## config.mk

```make
export PLATFORM = sky130hd
export DESIGN_NAME = ss_start_sched
export DESIGN_NICKNAME = d
export VERILOG_FILES = /design/src/rtl/ss_sched_pkg.sv /design/src/rtl/ss_rr_pick.sv /design/src/rtl/ss_start_sched.sv
export SDC_FILE = /design/constraint.sdc
export NUM_CORES = 1
export LEC_CHECK = 0
export ABC_AREA = 1
export BUFFER_PORTS_ARGS = -buffer_cell sky130_fd_sc_hd__buf_2
export CAP_MARGIN = 20
export CORE_ASPECT_RATIO = 1.2
export CORE_MARGIN = 2
export CORE_UTILIZATION = 59
export DETAILED_ROUTE_END_ITERATION = 7
export PLACE_DENSITY = 0.78
export SETUP_SLACK_MARGIN = 0.15
export SLEW_MARGIN = 15
export SYNTH_ARGS = -nofsm -noshare
export SYNTH_HDL_FRONTEND = slang
export SYNTH_SLANG_ARGS = --single-unit
```

## constraint.sdc

```tcl
create_clock -name i_clk -period 1.8 [get_ports i_clk]
set_input_delay 0.18 -clock i_clk [delete_from_list [all_inputs] [get_ports i_clk]]
set_output_delay 0.18 -clock i_clk [all_outputs]
set_load 0.05 [all_outputs]
```

## src/rtl/ss_sched_pkg.sv

```systemverilog
// Shared types and sizing helpers for the start/done scheduler.
// Latency: n/a (types and constants only).
// Backpressure: n/a.
package ss_sched_pkg;

    // Scheduler phases: arbitrate, pulse start, wait for engine, report done.
    typedef enum logic [1:0] {
        ST_IDLE  = 2'd0,
        ST_START = 2'd1,
        ST_WAIT  = 2'd2,
        ST_DONE  = 2'd3
    } ss_state_e;

    // Default requester count and the matching index width.
    localparam int unsigned SS_N_REQ_DFLT = 4;
    localparam int unsigned SS_IDX_W      = $clog2(SS_N_REQ_DFLT);

    // Index width for an arbitrary requester count (never narrower than 1 bit).
    function automatic int unsigned ss_idx_w(input int unsigned n);
        return (n < 2) ? 1 : $clog2(n);
    endfunction

endpackage

```

## src/rtl/ss_rr_pick.sv

```systemverilog
// Round-robin picker: first set request at or after ptr, with wrap-around.
// Latency: purely combinational.
// Backpressure: none; the caller decides when to register the pick.
// Ports: req_i request vector, ptr_i highest-priority index,
//        grant_o one-hot pick, idx_o picked index, vld_o any request present.
module ss_rr_pick
    import ss_sched_pkg::*;
#(
    parameter int unsigned N_REQ = 4,
    parameter int unsigned IDX_W = ss_idx_w(N_REQ)
) (
    input  logic [N_REQ-1:0] req_i,
    input  logic [IDX_W-1:0] ptr_i,
    output logic [N_REQ-1:0] grant_o,
    output logic [IDX_W-1:0] idx_o,
    output logic             vld_o
);

    logic [2*N_REQ-1:0] dbl;
    logic [N_REQ-1:0]   rot;
    logic [IDX_W-1:0]   rot_idx;
    logic [IDX_W:0]     sum;

    always_comb begin
        // Rotate so that bit ptr_i lands at position 0.
        dbl     = {req_i, req_i} >> ptr_i;
        rot     = dbl[N_REQ-1:0];
        rot_idx = '0;
        vld_o   = 1'b0;
        // Downward scan leaves the lowest set bit in rot_idx.
        for (int i = N_REQ - 1; i >= 0; i--) begin
            if (rot[i]) begin
                rot_idx = IDX_W'(i);
                vld_o   = 1'b1;
            end
        end
        // Rotate back: (rot_idx + ptr) mod N_REQ.
        sum = {1'b0, rot_idx} + {1'b0, ptr_i};
        if (sum >= (IDX_W+1)'(N_REQ)) begin
            sum = sum - (IDX_W+1)'(N_REQ);
        end
        idx_o   = sum[IDX_W-1:0];
        grant_o = vld_o ? ({{(N_REQ-1){1'b0}}, 1'b1} << idx_o) : '0;
    end

endmodule

```

## src/rtl/ss_start_sched.sv

```systemverilog
// Round-robin scheduler sharing one start/done engine between N_REQ requesters.
// Latency: grant and start one cycle after a request is seen in IDLE; done one cycle after engine done.
// Backpressure: requests are held level until o_done; watchdog aborts a silent engine with o_err.
// Ports: i_clk/i_rst_n clock and async active-low reset; i_req level requests;
//        o_grant one-hot owner; o_eng_start/i_eng_done engine handshake;
//        o_done/o_err completion pulse and timeout flag; o_busy not idle.
module ss_start_sched
    import ss_sched_pkg::*;
#(
    parameter int unsigned N_REQ       = 4,
    parameter int unsigned TO_W        = 16,
    parameter int unsigned TIMEOUT_CYC = 1000
) (
    input  logic             i_clk,
    input  logic             i_rst_n,
    input  logic [N_REQ-1:0] i_req,
    output logic [N_REQ-1:0] o_grant,
    output logic             o_eng_start,
    input  logic             i_eng_done,
    output logic [N_REQ-1:0] o_done,
    output logic             o_err,
    output logic             o_busy
);

    localparam int unsigned IDX_W = ss_idx_w(N_REQ);
    localparam bit          WD_EN = (TIMEOUT_CYC != 0);
    // Watchdog value in the final WAIT cycle before abort.
    localparam logic [TO_W-1:0] WD_LAST = WD_EN ? TO_W'(TIMEOUT_CYC - 1) : '0;
    localparam logic [TO_W-1:0] WD_MAX  = '1;

    ss_state_e        state_q, state_d;
    logic [N_REQ-1:0] grant_q, grant_d;
    logic [IDX_W-1:0] idx_q, idx_d;
    logic [IDX_W-1:0] ptr_q, ptr_d;
    logic [TO_W-1:0]  wd_q, wd_d;
    logic             start_q, start_d;
    logic [N_REQ-1:0] done_q, done_d;
    logic             err_q, err_d;
    logic             busy_q, busy_d;

    logic [N_REQ-1:0] pick_grant;
    logic [IDX_W-1:0] pick_idx;
    logic             pick_vld;

    ss_rr_pick #(
        .N_REQ (N_REQ),
        .IDX_W (IDX_W)
    ) u_pick (
        .req_i   (i_req),
        .ptr_i   (ptr_q),
        .grant_o (pick_grant),
        .idx_o   (pick_idx),
        .vld_o   (pick_vld)
    );

    always_comb begin
        state_d = state_q;
        grant_d = grant_q;
        idx_d   = idx_q;
        ptr_d   = ptr_q;
        wd_d    = wd_q;
        start_d = 1'b0;
        done_d  = '0;
        err_d   = 1'b0;

        case (state_q)
            ST_IDLE: begin
                if (pick_vld) begin
                    grant_d = pick_grant;
                    idx_d   = pick_idx;
                    start_d = 1'b1;
                    state_d = ST_START;
                end
            end
            ST_START: begin
                // Engine done is deliberately not looked at here.
                wd_d    = '0;
                state_d = ST_WAIT;
            end
            ST_WAIT: begin
                if (i_eng_done) begin
                    done_d  = grant_q;
                    state_d = ST_DONE;
                end else if (WD_EN && (wd_q == WD_LAST)) begin
                    done_d  = grant_q;
                    err_d   = 1'b1;
                    state_d = ST_DONE;
                end else if (wd_q != WD_MAX) begin
                    wd_d = wd_q + TO_W'(1);
                end
            end
            ST_DONE: begin
                ptr_d   = (idx_q == IDX_W'(N_REQ - 1)) ? '0 : idx_q + IDX_W'(1);
                grant_d = '0;
                state_d = ST_IDLE;
            end
            default: begin
                grant_d = '0;
                state_d = ST_IDLE;
            end
        endcase

        busy_d = (state_d != ST_IDLE);
    end

    always_ff @(posedge i_clk or negedge i_rst_n) begin
        if (!i_rst_n) begin
            state_q <= ST_IDLE;
            grant_q <= '0;
            idx_q   <= '0;
            ptr_q   <= '0;
            wd_q    <= '0;
            start_q <= 1'b0;
            done_q  <= '0;
            err_q   <= 1'b0;
            busy_q  <= 1'b0;
        end else begin
            state_q <= state_d;
            grant_q <= grant_d;
            idx_q   <= idx_d;
            ptr_q   <= ptr_d;
            wd_q    <= wd_d;
            start_q <= start_d;
            done_q  <= done_d;
            err_q   <= err_d;
            busy_q  <= busy_d;
        end
    end

    assign o_grant     = grant_q;
    assign o_eng_start = start_q;
    assign o_done      = done_q;
    assign o_err       = err_q;
    assign o_busy      = busy_q;

endmodule

```

==> results.md, run 1 <==
* Worst slew pin tran at 0.706 ns
* WHS Path Cells at 2
* Met1 Use GR at 29.6%
* Yosys warnings at 0
* Clk Latency, worst-skew pair at 0.28 ns
* Pint at 1.96 mW
* Hold EP: o_err
* RSZ-0062 raised after global routing: true
* Routed WL at 4710 um
* Critical path fanouts, max at 6
* Worst setup margin at -0.0371 ns
* Critical Path AT at 2.02 ns
* Pre-CTS setup slack at -0.0412 ns
* Initial core utilization at 60.7%
* Area after DPL at 0.00216 mm2
* Gr ovfl total at 0
* Core Area at 0.00328 mm2
* Filler instances at 237
* Crit path capture type: flip-flop
* Power share of the combinational group at 58.6%
* Max-Cap Viols at 0
* Die Wd at 57.0 um
* Min cycle time layout at 1.84 ns
* Final HPWL DP at 2990 um
* Reg2reg end: idx_q[1]
* Via Count at 1836
* Root Driver: clkbuf_8
* NetSw at 1.72 mW
* PD cells at 1460 mW/mm2
* Site Rows at 23
* Switching Share at 46.6%
* Total CTS buffers at 5
* CTS tree: done
* Routability cong. at 0.867
* I/O Buffers at 17
* Synthesized area at 0.00199 mm2
* Worst-path clk slew at 0.06 ns
* Vias in the first global route at 1736
* DRC at 0
* Seq/Total Area, Yosys at 41.5%
* Iteration-0 DRC Markers at 88
* Crit start category: flip-flop
* Die Y at 67.6 um
* Vias/cell at 5.29
* Status: complete, but fails checks
* Max Fclk at 544 MHz
* CP most frequent cell: nand2_2
* Slew Limit Fails at 0
* Clock buffer depth at 2
* Hold crit path type: in -> reg
* Clock Power Share at 14.4%
* Post-layout util at 76.6%
* Tcrit/Tclk final at 102%
* Mapped Cells at 267
* First-pass GRT wire length at 7470 um
* Full die area at 0.00386 mm2
* Total Routing Usage GR at 25.6%
* Worst rel slew slack at 52.9%
* Kind of critical path: reg -> reg
* Yosys cell types at 25
* Final setup TNS at -0.110 ns
* Peak supply drop at 1.22 mV
* First-pass iteration count of the detailed router at 4
* Slowest stage delay, CP at 0.43 ns
* Req. time, crit path at 1.98 ns
* Worst-path cell chain: inv_2 > nand2_2 > nand3_2 > nand2_2 > nand3_2 > a21boi_2 > ha_2 > xor2_2 > nand3b_1 > nand2_2 > nand2_1 > nand2_1
* Fin. Hold Viols at 0
* GRT busiest layer: met2
* Worst hold slack at 0.0590 ns
* Post-Syn Nets at 282
* Reg2Reg Depth at 12
* Clk sink count at 33
* Post-route ant nets at 0
* Crit. Startpoint: ptr_q[0]
* Failing checks: negative setup slack
* Avg Cell Area, Syn at 7.46 um2
* P_leak at 1.32 nW
* Grt met2 use at 43.8%
* Worst Clk Skew at 0.00329 ns
* Min-delay src: i_eng_done
* # setup viols final at 5
* Reg2reg setup slack at -0.04 ns
* Design area at 0.00251 mm2
* Slowest library cell on the worst path: dfrtp_1
* Ratio of cells with drive above 1 in the final layout at 29.7%
* Nets at 324
* Initial antenna violation count at 0
* I/O pin count at 18
* Largest net degree at the start of global routing at 34
* Sequential share of power at 27.1%
* H-Tree Level Count at 2
* Inserted Diodes at 0
* WL per Instance at 13.6 um
* Flops & latches, synth at 33
* R2R Path Start: ptr_q[0]
* Area grow syn2layout at 26.3%
* GRT met3 Usage at 5.94%
## critical path, delay by kind of cell (launching register included)
family          cells  cell delay [ns]
simple gates        8             0.71
flops               1             0.43
fa+ha+maj           1             0.19
xor+xnor            1             0.15
compound gates      1             0.14
buf+inv             1             0.10
## worst max path at each step
stage                       to  slack, ns  cells past startpoint
finish                idx_q[1]      -0.04                     12
global route          idx_q[1]      -0.18                     12
CTS                 o_grant[3]       0.03                     11
detailed placement  o_grant[3]      -0.04                     12
global placement    o_grant[3]      -0.02                     12
floorplan           o_grant[2]       0.17                     12
## power groups by stage
| stage | Clock [mW] | Sequential (mW) | Combinational (mW) |
|---|---|---|---|
| 4_1_cts | 0.538 | 0.990 | 1.85 |
| 6_report | 0.529 | 0.995 | 2.15 |
| 5_1_grt | 0.572 | 1.01 | 2.37 |
| 3_5_place_dp | 0 | 0.996 | 1.58 |
| 2_1_floorplan | 0 | 1.17 | 1.02 |
| 3_3_place_gp | 0 | 0.994 | 1.55 |
## cell usage after synthesis
| cell | instances | share of area [%] |
|---|---|---|
| nor3_1 | 1 | 0.25 |
| nor3_4 | 1 | 0.82 |
| nand3b_1 | 2 | 0.75 |
| o21ai_0 | 6 | 1.5 |
| nand4_1 | 2 | 0.63 |
| clkbuf_1 | 1 | 0.19 |
| nor2_2 | 2 | 0.63 |
| nor2_1 | 35 | 6.6 |
| nand2_1 | 100 | 19 |
| buf_2 | 2 | 0.50 |
| dfrtp_1 | 33 | 41 |
| a21boi_0 | 5 | 1.9 |
| nor2_8 | 1 | 1.0 |
| xnor2_1 | 1 | 0.44 |
| nand2_2 | 3 | 0.94 |
| nor2_4 | 1 | 0.57 |
| xor2_1 | 12 | 5.3 |
| o21ai_4 | 1 | 0.82 |
| nand2_4 | 1 | 0.57 |
| nand3_1 | 23 | 5.8 |
| inv_2 | 3 | 0.57 |
| buf_6 | 1 | 0.57 |
| ha_1 | 8 | 5.0 |
| inv_1 | 19 | 3.6 |
| a21oi_1 | 3 | 0.75 |
## placed cells by master, fill, tap and decap left out, types with 2 or more instances in the layout
cell type,Yosys,final
buf_4,0,17
nor2_4,1,3
ha_1,8,4
dfrtp_1,33,33
nand2_2,3,20
nand4_1,2,2
ha_2,0,3
a21boi_0,5,3
o21ai_1,0,2
buf_6,1,2
nand2_1,100,80
inv_2,3,6
o21ai_0,6,3
nand3_1,23,17
clkbuf_8,0,5
buf_2,2,17
xor2_1,12,11
clkbuf_1,1,3
o21ai_4,1,2
nand3b_1,2,2
a21oi_1,3,3
nor2_1,35,35
inv_1,19,16
nand2_4,1,4
nand3_2,0,6
## per-stage QoR
stage	total power, mW	std cells
6_report	3.68	347
5_1_grt	3.95	347
4_1_cts	3.38	339
3_5_place_dp	2.58	325
3_3_place_gp	2.54	325
2_1_floorplan	2.19	267
## area by class of cell
type	count	area, um2	area share, %
timing repair buffer	38	265	10.6
clock buffer	8	80.1	3.19
sequential	33	826	32.9
inverter	22	82.6	3.29
multi-input combinational	209	1210	48.3
tap	37	46.3	1.84
## routing by layer
layer  part of all wire [%]  up-vias
li1                       -      923
met2                     53       42
met5                      0        -
met4                    2.1        0
met3                    3.6       11
met1                     41      860
## flip-flops by register name, indices dropped and copies added, names as in the netlist
signal       cells
idx_q            2
o_busy           1
o_done           4
o_eng_start      1
o_err            1
o_grant          4
ptr_q            2
state_q          2
wd_q            16
## timing repair
action                     CTS  global route
resized for setup            7            39
hold buffers                 1             0
hold endpoints to repair    33             0
setup endpoints to repair   21            23
pin swaps                    4            36
buffers inserted             4             8
gates cloned                 1             0
## logic make-up after synthesis
kind of cell / share of synthesized area [%]
simple gates: 37.4
compound gates: 4.97
buf+inv: 5.41
xor+xnor: 5.72
flops: 41.5
fa+ha+maj: 5.03
Power figures use the tool's default switching activity.
==> run 2, diff against run 1 <==
Settings changed: CORE_UTILIZATION 59 to 30, PLACE_DENSITY 0.78 to 0.45.
==> results.md, run 2 (same netlist as run 1, synthesis figures left out) <==
* Status: complete, but fails checks
* Failing checks: negative setup slack
* Worst setup margin at -0.0133 ns (+0.0238 ns)
* H-Tree Level Count at 2 (unchanged)
* Routed WL at 4890 um (+3.8%)
* Worst-path cell chain: inv_4 > nand2_2 > nand3_1 > nand2_1 > a21boi_2 > ha_2 > xor2_1 > buf_4 > nand2_1 > nand2_2 > nand2_1 > nand2_1
* Iteration-0 DRC Markers at 69 (-22%)
* Non-Filler Instances at 396 (+14%)
* Post-layout util at 40.1% (-37 points)
* Initial antenna violation count at 0 (unchanged)
* Worst slew pin tran at 0.792 ns (+0.0859 ns)
* CP top delay family: simple AND/OR/NAND/NOR gates
* I/O pin count at 18 (unchanged)
* Placed insts at 377 (+16%)
* Commonest non-fill, non-tap cell in the layout: nand2_1
* Vias/cell at 4.52 (-15%)
* Via Count at 1788 (-2.6%)
* # setup viols final at 3 (-2)
* Total CTS buffers at 5 (unchanged)
* Tcrit/Tclk final at 101% (-1.3 points)
* Die Y at 93.2 um (+38%)
* CTS tree: done
* Sequential share of power at 26.4% (-0.7 points)
* P_leak at 1.33 nW (+0.53%)
* Hold crit path type: in -> reg
* Site Rows at 32 (+39%)
* Final HPWL DP at 3300 um (+10%)
* CP Depth at 12 (unchanged)
* R2R Path Start: ptr_q[0]
* First-pass GRT wire length at 8710 um (+17%)
* NetSw at 1.71 mW (-0.31%)
* Filler instances at 673 (+180%)
* Clock buffer depth at 2 (unchanged)
* Core Area at 0.00645 mm2 (+96%)
* RSZ-0062 raised after global routing: true
* Critical path fanouts, max at 6 (unchanged)
* Clk sink count at 33 (unchanged)
* Reg2reg setup slack at -0.01 ns (+0.02 ns)
* Min cycle time layout at 1.81 ns (-0.0238 ns)
* Power share of the combinational group at 54.7% (-3.9 points)
* Clock Power Share at 18.9% (+4.5 points)
* Post-layout power at 3.78 mW (+2.9%)
* Peak supply drop at 0.848 mV (-31%)
* First-pass iteration count of the detailed router at 4 (unchanged)
* Ratio of cells with drive above 1 in the final layout at 28.6% (-1.1 points)
* Initial core utilization at 30.9% (-30 points)
* Critical Path AT at 2.00 ns (-0.02 ns)
* Worst rel slew slack at 47.2% (-5.7 points)
* Max reg flops at 16 (unchanged)
* Switching Share at 45.2% (-1.4 points)
* Clk Latency, worst-skew pair at 0.29 ns (about the same)
* Crit start category: flip-flop
* Max Fclk at 551 MHz (+1.3%)
* Worst Setup EP: o_grant[3]
* Fin. Hold Viols at 0 (unchanged)
* Nets at 325 (+0.31%)
* DRC at 0 (unchanged)
* Final setup TNS at -0.0337 ns (+0.0760 ns)
* Post-route ant nets at 0 (unchanged)
* Crit path capture type: flip-flop
* Full die area at 0.00731 mm2 (+89%)
* Kind of critical path: reg -> reg
* CP most frequent cell: nand2_1
* Gr ovfl total at 0 (unchanged)
* I/O Buffers at 17 (unchanged)
* Inserted Diodes at 0 (unchanged)
* Buf/Inv on CP at 2 (+1)
* Slowest stage delay, CP at 0.47 ns (+0.04 ns)
* Max-Cap Viols at 0 (unchanged)
* Worst-path clk slew at 0.08 ns (+0.02 ns)
* Reg2reg end: o_grant[3]
* Slowest library cell on the worst path: dfrtp_2
* Largest Register: wd_q
* Die Wd at 78.4 um (+37%)
* Req. time, crit path at 1.98 ns (about the same)
* Crit. Startpoint: ptr_q[0]
* Largest net degree at the start of global routing at 34 (unchanged)
* PD cells at 1460 mW/mm2 (about the same)
* Worst Clk Skew at 0.00858 ns (+0.00529 ns)
* Routability cong. at 0.886 (+2.2%)
* Reg2Reg Depth at 12 (unchanged)
* Root Driver: clkbuf_8
* Slew Limit Fails at 0 (unchanged)
* Area grow syn2layout at 29.8%
* Total Routing Usage GR at 15.3% (-10 points)
* Pint at 2.07 mW (+5.7%)
* Vias in the first global route at 1838 (+5.9%)
* WL per Instance at 12.3 um (-9.1%)
* Most frequent cells in the layout: 88 x nand2_1, 35 x nor2_1, 32 x dfrtp_1
## run 2: worst min path at each step
stage | from | to | depth (start not counted)
final | i_eng_done | o_err | 2
after detailed placement | i_rst_n | wd_q[4] | 1
after global routing | i_eng_done | o_err | 2
after global placement | i_rst_n | wd_q[4] | 1
after CTS | i_eng_done | o_err | 2
after floorplan | i_rst_n | idx_q[0] | 0
## run 2: area by class of cell
class                           instances  area (um2)  area share (%)
Tap cell                               85         106            4.12
Timing Repair Buffer                   39         264            10.2
Multi-Input combinational cell        209        1180            45.8
Inverter                               22        88.8            3.44
Sequential cell                        33         827            32.0
Clock inverter                          3        46.3            1.79
Clock buffer                            5        68.8            2.66
## run 2: per-stage QoR
| stage | instance area [um2] | worst slack, ns | hold slack (ns) |
|---|---|---|---|
| detailed placement | 2250 | -0.0542 | 0.317 |
| global placement | 2250 | 0.00188 | 0.316 |
| CTS | 2460 | 0.0643 | 0.0366 |
| floorplan | 2000 | 0.171 | -0.116 |
| finish | 2580 | -0.0133 | 0.0502 |
| global route | 2580 | -0.146 | 0.0568 |
## run 2: repair_timing
action                     in CTS  in global routing
setup endpoints to repair      21                 25
resized for setup              21                 17
gates cloned                    1                  0
hold endpoints to repair       27                  0
hold buffers                    1                  0
setup buffers                   1                  8
pin swaps                      11                 19
## run 2: power groups by stage
stage / Clock [mW] / Combinational, mW / Sequential (mW)
after floorplan: 0 / 1.02 / 1.17
after global placement: 0 / 1.69 / 0.997
after detailed placement: 0 / 1.68 / 0.997
after CTS: 0.753 / 1.87 / 0.993
after global routing: 0.776 / 2.33 / 1.02
final: 0.717 / 2.07 / 0.999
## run 2: routing by layer
| metal | share of wire [%] | wire length [um] | vias up | global-route usage, % |
|---|---|---|---|---|
| met1 | 42 | 2070 | 845 | 17.5 |
| li1 | - | - | 920 | - |
| met5 | 0 | 0 | - | 0 |
| met3 | 2.1 | 105 | 6 | 2.32 |
| met4 | 1.7 | 81 | 0 | 5.56 |
| met2 | 54 | 2630 | 17 | 28.4 |
==> run 3, diff against run 2 <==
Settings changed: SETUP_SLACK_MARGIN 0.15 to 0.1.
==> results.md, run 3 (same netlist as run 1, synthesis figures left out) <==
* Status: finished clean
* Design area at 0.00262 mm2 (+1.5%)
* I/O pin count at 18 (unchanged)
* Clk Latency, worst-skew pair at 0.29 ns (about the same)
* Core Area at 0.00645 mm2 (unchanged)
* Clock Power Share at 19.4% (+0.5 points)
* Most frequent cells in the layout: 86 x nand2_1, 35 x nor2_1, 32 x dfrtp_1
* Vias/cell at 4.47 (-1.0%)
* Post-layout util at 40.7% (+0.58 points)
* Nets at 333 (+2.5%)
* Inserted Diodes at 0 (unchanged)
* Max reg flops at 16 (unchanged)
* DRC at 0 (unchanged)
* Root Driver: clkbuf_8
* Slew Limit Fails at 0 (unchanged)
* Crit path capture type: flip-flop
* RSZ-0062 raised after global routing: true
* Kind of critical path: reg -> reg
* H-Tree Level Count at 2 (unchanged)
* P_leak at 1.37 nW (+3.4%)
* Full die area at 0.00731 mm2 (unchanged)
* Worst slew pin tran at 0.441 ns (-0.352 ns)
* Fin. Hold Viols at 0 (unchanged)
* Min cycle time layout at 1.77 ns (-0.0385 ns)
* Routability cong. at 0.769 (-13%)
* Ratio of cells with drive above 1 in the final layout at 29.5% (+0.85 points)
* Pint at 2.14 mW (+3.4%)
* Max Fclk at 563 MHz (+2.2%)
* Clock buffer depth at 2 (unchanged)
* Crit start category: flip-flop
* Area after DPL at 0.00232 mm2 (+3.1%)
* Slowest library cell on the worst path: dfrtp_2
* PD cells at 1460 mW/mm2 (-0.40%)
* CP top delay family: simple AND/OR/NAND/NOR gates
* Largest net degree at the start of global routing at 34 (unchanged)
* Worst-path clk slew at 0.07 ns (about the same)
* Tcrit/Tclk final at 98.6% (-2.1 points)
* I/O Buffers at 17 (unchanged)
* # setup viols final at 0 (-3)
* Die Y at 93.2 um (unchanged)
* Worst Clk Skew at 0.00371 ns (-0.00486 ns)
* Slowest stage delay, CP at 0.46 ns (about the same)
* First-pass GRT wire length at 8360 um (-4.1%)
* First-pass iteration count of the detailed router at 4 (unchanged)
* Sequential share of power at 26.0% (-0.4 points)
* Gr ovfl total at 0 (unchanged)
* Total Routing Usage GR at 14.5% (-0.75 points)
* Hold crit path type: in -> reg
* WL per Instance at 11.9 um (-3.2%)
* Max-Cap Viols at 0 (unchanged)
* Worst rel slew slack at 70.6% (+23 points)
* Iteration-0 DRC Markers at 81 (+17%)
* Clk sink count at 33 (unchanged)
* Site Rows at 32 (unchanged)
* Critical Path AT at 1.96 ns (-0.04 ns)
* Via Count at 1805 (+0.95%)
* Initial core utilization at 30.9% (unchanged)
* Req. time, crit path at 1.99 ns (about the same)
* Post-route ant nets at 0 (unchanged)
* Power share of the combinational group at 54.7% (about the same)
* Final HPWL DP at 3390 um (+2.9%)
* Initial antenna violation count at 0 (unchanged)
* Worst-path cell chain: inv_4 > nand2_2 > nand3_1 > nand2_1 > a21boi_2 > ha_2 > xor2_1 > nand3b_1 > nand2_2 > nand2_1 > nand2_1
* Peak supply drop at 0.734 mV (-13%)
* Buf/Inv on CP at 1 (-1)
* Switching Share at 43.9% (-1.3 points)
* Routed WL at 4820 um (-1.3%)
* Vias in the first global route at 1848 (+0.54%)
* Critical path fanouts, max at 5 (-1)
* CP most frequent cell: nand2_1
* Largest Register: wd_q
* Post-layout power at 3.82 mW (+1.0%)
* Commonest non-fill, non-tap cell in the layout: nand2_1
* Total CTS buffers at 5 (unchanged)
* NetSw at 1.68 mW (-1.8%)
* CTS tree: done
* Die Wd at 78.4 um (unchanged)
* Area grow syn2layout at 31.7%
## run 3: layer usage
layer	track usage, %	share of wire [%]	vias up
met5	0	0	-
met4	4.39	1.2	0
met3	3.19	1.9	6
met2	27.6	53	14
met1	16.0	44	846
li1	-	-	939
## run 3: path summary, 6_finish.rpt
kind	endpoint	slack [ns]	depth (start not counted)	start
max	o_grant[2]	0.03	11	ptr_q[0]
min	o_err	0.05	2	i_eng_done
max reg2reg	o_grant[2]	0.03	11	ptr_q[0]
min reg2reg	idx_q[1]	0.50	2	idx_q[1]
max in group asynchronous	ptr_q[0]	1.01	3	i_rst_n
min in group asynchronous	wd_q[4]	0.44	3	i_rst_n
## run 3: metrics by stage
step	TNS [ns]	setup WS, ns	hold WS [ns]	instances
floorplan	0	0.137	-0.116	267
global placement	-0.548	-0.121	0.243	387
detailed placement	-0.537	-0.117	0.245	387
CTS	0	0.0484	0.0366	401
global route	-0.334	-0.0832	0.0562	404
finish	0	0.0252	0.0526	404
## run 3: area by class of cell
cell class	instances	area [um2]
clock buffer	6	82.6
clock inverter	2	37.5
fill	695	3820
inverter	22	85.1
multi-input combinational	209	1160
sequential	33	827
tap	85	106
timing repair buffer	47	320
## run 3: power by group through the flow
stage          Combinational (mW)  Clock (mW)  Sequential (mW)
3_3_place_gp                 1.73           0            0.992
6_report                     2.09       0.740            0.993
2_1_floorplan                1.01           0             1.17
5_1_grt                      2.34       0.798             1.01
3_5_place_dp                 1.74           0            0.994
4_1_cts                      1.95       0.772            0.985
## run 3: repair_timing
action,4_1_cts,5_1_grt
cloned,0,1
hold endpoints to repair,33,0
setup endpoints to repair,20,23
setup buffers,5,2
gates resized for setup,18,19
pin swaps,10,8
hold buffers,1,0
## run 3: worst register-to-register path: stages, from the launching register on
cell and delay [ns]:
dfrtp_2 0.46, inv_4 0.11, nand2_2 0.07, nand3_1 0.07
nand2_1 0.08, a21boi_2 0.15, ha_2 0.18, xor2_1 0.17
nand3b_1 0.14, nand2_2 0.11, nand2_1 0.09, nand2_1 0.04
